==> config.mk <==
export PLATFORM = sky130hd
export DESIGN_NAME = pin_entry
export DESIGN_NICKNAME = d
export VERILOG_FILES = /design/src/rtl/pin_pkg.sv /design/src/rtl/btn_debounce.sv /design/src/rtl/pin_entry.sv
export SDC_FILE = /design/constraint.sdc
export NUM_CORES = 1
export LEC_CHECK = 0
export ABC_AREA = 0
export BUFFER_PORTS_ARGS = -buffer_cell sky130_fd_sc_hd__buf_2
export CAP_MARGIN = 20
export CORE_MARGIN = 4
export CORE_UTILIZATION = 50
export DETAILED_ROUTE_END_ITERATION = 8
export PLACE_DENSITY = 0.72
export SYNTH_ARGS = -nofsm -noshare
export SYNTH_HDL_FRONTEND = slang
export SYNTH_SLANG_ARGS = --single-unit
==> constraint.sdc <==
create_clock -name clk_500Hz -period 1.8 [get_ports clk_500Hz]
set_clock_uncertainty 0.05 [all_clocks]
set_input_delay 0.27 -clock clk_500Hz [delete_from_list [all_inputs] [get_ports clk_500Hz]]
set_output_delay 0.27 -clock clk_500Hz [all_outputs]
set_load 0.03 [all_outputs]
==> src/rtl/pin_pkg.sv <==
// Shared sizes, limits and state encoding for the PIN entry block.
package pin_pkg;

    localparam int unsigned NUM_DIGITS = 4;
    localparam int unsigned DIGIT_W    = 4;
    localparam int unsigned PIN_W      = NUM_DIGITS * DIGIT_W;
    localparam int unsigned CNT_W      = 3;

    localparam logic [DIGIT_W-1:0] BCD_MAX = DIGIT_W'(9);

    typedef enum logic [1:0] {
        ST_IDLE    = 2'd0,
        ST_COLLECT = 2'd1,
        ST_SUBMIT  = 2'd2
    } state_t;

endpackage

==> src/rtl/btn_debounce.sv <==
// Shift-register button debouncer producing a clean level and a one-cycle press pulse.
module btn_debounce #(
    parameter int unsigned DEB_LEN = 4
) (
    input  logic clk_500Hz,
    input  logic btnR,
    input  logic raw,
    output logic level,
    output logic press
);

    logic [DEB_LEN-1:0] shift;
    logic               level_q;

    // Level only changes once the whole window agrees; mixed samples hold it.
    always_ff @(posedge clk_500Hz or posedge btnR) begin
        if (btnR) begin
            shift   <= '0;
            level   <= 1'b0;
            level_q <= 1'b0;
        end else begin
            shift <= {shift[DEB_LEN-2:0], raw};
            if (&shift) begin
                level <= 1'b1;
            end else if (~|shift) begin
                level <= 1'b0;
            end
            level_q <= level;
        end
    end

    assign press = level & ~level_q;

endmodule

==> src/rtl/pin_entry.sv <==
// Collects a BCD PIN digit by digit and strobes it out once complete.
module pin_entry
    import pin_pkg::*;
#(
    parameter int unsigned DEB_LEN     = 4,
    parameter int unsigned TIMEOUT_CYC = 2500
) (
    input  logic               clk_500Hz,
    input  logic               btnR,
    input  logic [DIGIT_W-1:0] sw,
    input  logic               btnC,
    input  logic               btnL,
    output logic [PIN_W-1:0]   userPin,
    output logic               validPin,
    output logic [CNT_W-1:0]   digitCount,
    output logic               badDigit,
    output logic               timedOut
);

    localparam int unsigned TMR_W = $clog2(TIMEOUT_CYC);

    state_t           state;
    logic [TMR_W-1:0] tmr;
    logic             ent_press;
    logic             clr_press;
    logic             ent_level_unused;
    logic             clr_level_unused;
    logic             timeout_hit;
    logic             digit_ok;

    btn_debounce #(.DEB_LEN(DEB_LEN)) u_deb_enter (
        .clk_500Hz (clk_500Hz),
        .btnR      (btnR),
        .raw       (btnC),
        .level     (ent_level_unused),
        .press     (ent_press)
    );

    btn_debounce #(.DEB_LEN(DEB_LEN)) u_deb_clear (
        .clk_500Hz (clk_500Hz),
        .btnR      (btnR),
        .raw       (btnL),
        .level     (clr_level_unused),
        .press     (clr_press)
    );

    assign timeout_hit = (state == ST_COLLECT) && (tmr == TMR_W'(TIMEOUT_CYC - 1));
    assign digit_ok    = (sw <= BCD_MAX);

    // Priority: SUBMIT swallows presses, then clear, then timeout, then digit entry.
    always_ff @(posedge clk_500Hz or posedge btnR) begin
        if (btnR) begin
            state      <= ST_IDLE;
            userPin    <= '0;
            validPin   <= 1'b0;
            digitCount <= '0;
            badDigit   <= 1'b0;
            timedOut   <= 1'b0;
            tmr        <= '0;
        end else begin
            validPin <= 1'b0;
            badDigit <= 1'b0;
            timedOut <= 1'b0;
            if (state == ST_COLLECT) begin
                tmr <= tmr + TMR_W'(1);
            end

            if (state == ST_SUBMIT) begin
                state <= ST_IDLE;
            end else if (clr_press || timeout_hit) begin
                state      <= ST_IDLE;
                userPin    <= '0;
                digitCount <= '0;
                tmr        <= '0;
                timedOut   <= ~clr_press;
            end else if (ent_press) begin
                if (!digit_ok) begin
                    badDigit <= 1'b1;
                end else begin
                    tmr <= '0;
                    if (state == ST_IDLE) begin
                        userPin <= PIN_W'(sw);
                    end else begin
                        userPin <= {userPin[PIN_W-DIGIT_W-1:0], sw};
                    end
                    if (digitCount == CNT_W'(NUM_DIGITS - 1)) begin
                        state      <= ST_SUBMIT;
                        digitCount <= '0;
                        validPin   <= 1'b1;
                    end else begin
                        state      <= ST_COLLECT;
                        digitCount <= digitCount + CNT_W'(1);
                    end
                end
            end
        end
    end

endmodule

==> impl_metrics.py <==
metrics = {
    "power": {
        "switching_share": 0.284,
        "p_leak_nw": 1.26,
        "vdd_drop_max_mv": 0.670,
        "switching_power_uw": 772,
        "p_int_mw": 1.94,
        "seq_power_share": 0.461,
        "p_comb_frac": 0.195,
        "clock_power_share": 0.344,
        "cellPowerDensity_nw_per_um2": 1060,
    },
    "clocking": {
        "cts_buffer_depth": 2,
        "cts_tree": "yes",
        "cts_root_buf": "clkbuf_8",
        "clk_latency_ps": 310,
        "clock-sinks": 48,
        "cts_setup_buffers": 0,
        "cts_buffers": 5,
        "clkTransAtPathRegs_ps": 90,
        "cts_max_level": 2,
    },
    "floorplan": {
        "die_area_um2": 5310,
        "die_x_um": 72.9,
        "die_h_um": 72.9,
        "ioPinCount": 30,
        "start_util": 0.522,
        "num_rows": 23,
        "core-area_um2": 4030,
    },
    "worst_setup_path": {
        "start_kind": "flip-flop",
        "criticalPathCategory": "flip-flop to flip-flop",
        "path_max_fanout": 12,
        "path_buf_inv": 1,
        "cpLargestDelayFamily": "simple AND/OR/NAND/NOR gates",
        "cp_cell_sequence": "ha_2, and4bb_2, and4_4, nor4_4, buf_6, a22o_1",
        "slowest_delay_ps": 390,
        "critPathArrivalTime_ps": 1930,
        "setup.worst_path.end_class": "flip-flop",
        "cpMaxStageDelayCell": "dfrtp_1",
        "cp_data_required_time_ps": 1990,
    },
    "logic_synthesis": {
        "ys_warn_count": 0,
        "synth_seq_cells": 48,
        "ys_seq_area_frac": 0.571,
        "syn-num-nets": 187,
        "synthCells": 177,
        "avgSynthCellArea_um2": 11.9,
        "synth_area_um2": 2100,
        "synth_edf_count": 0,
        "synthFlopType": "dfrtp_1",
        "async_flop_share": 1.00,
        "ys_types": 45,
    },
    "timing": {
        "slew_headroom": 0.638,
        "clock.fmax_mhz": 577,
        "drv_slew": 0,
        "fin_crit_sh": 0.963,
        "setup_violations": 0,
        "tightest_slew_ps": 542,
        "rsz0062_at_grt": "yes",
        "hold_viol": 0,
        "finalCriticalPeriod_ps": 1730,
    },
    "routing": {
        "wl_per_cell_um": 16.5,
        "wirelength_um": 4560,
        "drt_iter0_drc": 162,
        "vias": 1596,
        "drc": 0,
        "post_drt_via_cell_ratio": 5.78,
        "first_pass_iters": 4,
        "postRouteAntennaNets": 0,
    },
    "finish": {
        "syn_to_final_growth_pct": 21.5,
        "n_fill_cell": 321,
        "nets": 235,
        "drive_gt1_frac": 0.314,
        "final_cells": 276,
        "mostFrequentLayoutCells": "48 x dfrtp_1, 29 x buf_2, 15 x nor2_1, 15 x buf_4, 9 x a22o_1",
        "final_common_cell": "dfrtp_1",
        "fin_area_um2": 2560,
        "antennaDiodeCount": 0,
    },
    "place": {
        "port_buffers": 29,
        "dp_hpwl_um": 3300,
        "routabilityCongestion": 0.820,
        "placed_area_um2": 2400,
        "dp_cells": 267,
    },
    "grt": {
        "antenna_found_initial": 0,
        "grt_pass1_vias": 1566,
        "grt_first_pass_wirelength_um": 7650,
        "grt-ovfl-total": 0,
        "grt_max_degree": 26,
        "track_usage": 0.189,
    },
    "run": {
        "cap_violations": 0,
    },
    "status": {
        "status": "complete, no violations",
    },
    "hold_path": {
        "min-delay-path-class": "input pin to flip-flop",
    },
}
## cells in the mapped netlist (3+ instances only)
| library cell | number | share of area |
|---|---|---|
| nor2_1 | 15 | 0.027 |
| nand3_1 | 7 | 0.017 |
| or3_1 | 3 | 0.0089 |
| dfrtp_1 | 48 | 0.57 |
| nand2_1 | 6 | 0.011 |
| a21oi_1 | 6 | 0.014 |
| inv_1 | 5 | 0.0089 |
| nor4b_1 | 3 | 0.012 |
| nor2b_1 | 3 | 0.0089 |
| o21ai_0 | 6 | 0.014 |
| nand2b_1 | 3 | 0.0089 |
| a22o_1 | 9 | 0.037 |
| nand4_1 | 8 | 0.024 |
| xor2_1 | 7 | 0.029 |
| a22o_2 | 7 | 0.033 |
| nor3_1 | 4 | 0.0095 |
## stage by stage
step	utilization	setup slack (ps)	total power, mW	hold slack [ps]	TNS, ps
5_1_grt	0.634	-12.8	2.84	0.558	-20.9
6_report	0.634	66.8	2.72	15.0	0
2_1_floorplan	-	18.5	1.60	251	0
4_1_cts	0.634	35.2	2.73	8.68	0
3_3_place_gp	0.597	89.7	1.77	273	0
3_5_place_dp	0.597	2.71	1.79	295	0
## worst paths after layout
| path | slack [ps] | depth (start not counted) | endpoint | start |
|---|---|---|---|---|
| min in group asynchronous | 500 | 3 | userPin[2]$_DFFE_PP0P_ | btnR |
| worst max-delay path | 70 | 6 | userPin[8]$_DFFE_PP0P_ | tmr[1]$_DFF_PP0_ |
| max in group asynchronous | 690 | 4 | tmr[0]$_DFF_PP0_ | btnR |
| worst min-delay path | 10 | 1 | u_deb_clear.shift[0]$_DFF_PP0_ | btnL |
| worst max register to register | 70 | 6 | userPin[8]$_DFFE_PP0P_ | tmr[1]$_DFF_PP0_ |
| worst min register to register | 340 | 0 | u_deb_clear.shift[2]$_DFF_PP0_ | u_deb_clear.shift[1]$_DFF_PP0_ |
## sequential cells by signal, indices dropped and copies added (netlist names), 2 cells and up
| signal | cells |
|---|---|
| userPin | 16 |
| state | 2 |
| u_deb_enter.shift | 4 |
| tmr | 12 |
| u_deb_clear.shift | 4 |
| digitCount | 3 |
## metal layers
layer,GRT usage,vias up,wire [um]
met5,0,-,0
met4,0.0574,0,87
met3,0.0482,13,200
met2,0.309,50,2280
met1,0.248,784,1990
li1,-,749,-
## logic make-up (layout without fill, tap and decap cells)
family,after synthesis,after routing,synth area share
simple gates,67,67,0.205
flops,48,48,0.571
compound gates,42,42,0.151
buf+inv,11,60,0.0327
xor+xnor,7,7,0.0291
fa+ha+maj,2,2,0.0119
## area by class of cell
cell class / count / area (um^2) / share of cell area
clock buffer: 5 / 68.8 / 0.0269
timing repair buffer: 47 / 299 / 0.117
tap: 50 / 62.6 / 0.0245
inverter: 5 / 18.8 / 0.00734
multi-input combinational: 118 / 837 / 0.327
clock inverter: 3 / 68.8 / 0.0269
sequential: 48 / 1200 / 0.470
## power groups by stage
stage	clock network (mW)	registers, mW	logic [mW]
2_1_floorplan	0	1.34	0.260
3_3_place_gp	0	1.27	0.502
3_5_place_dp	0	1.27	0.524
4_1_cts	0.948	1.25	0.530
5_1_grt	0.998	1.26	0.581
6_report	0.933	1.25	0.530
## timing repair
| item | CTS | global route |
|---|---|---|
| hold buffers | 1 | 0 |
| resized for setup | 1 | 1 |
| endpoints found under the setup margin | 3 | 11 |
| hold endpoints to repair | 24 | 0 |
Power figures use the tool's default switching activity.
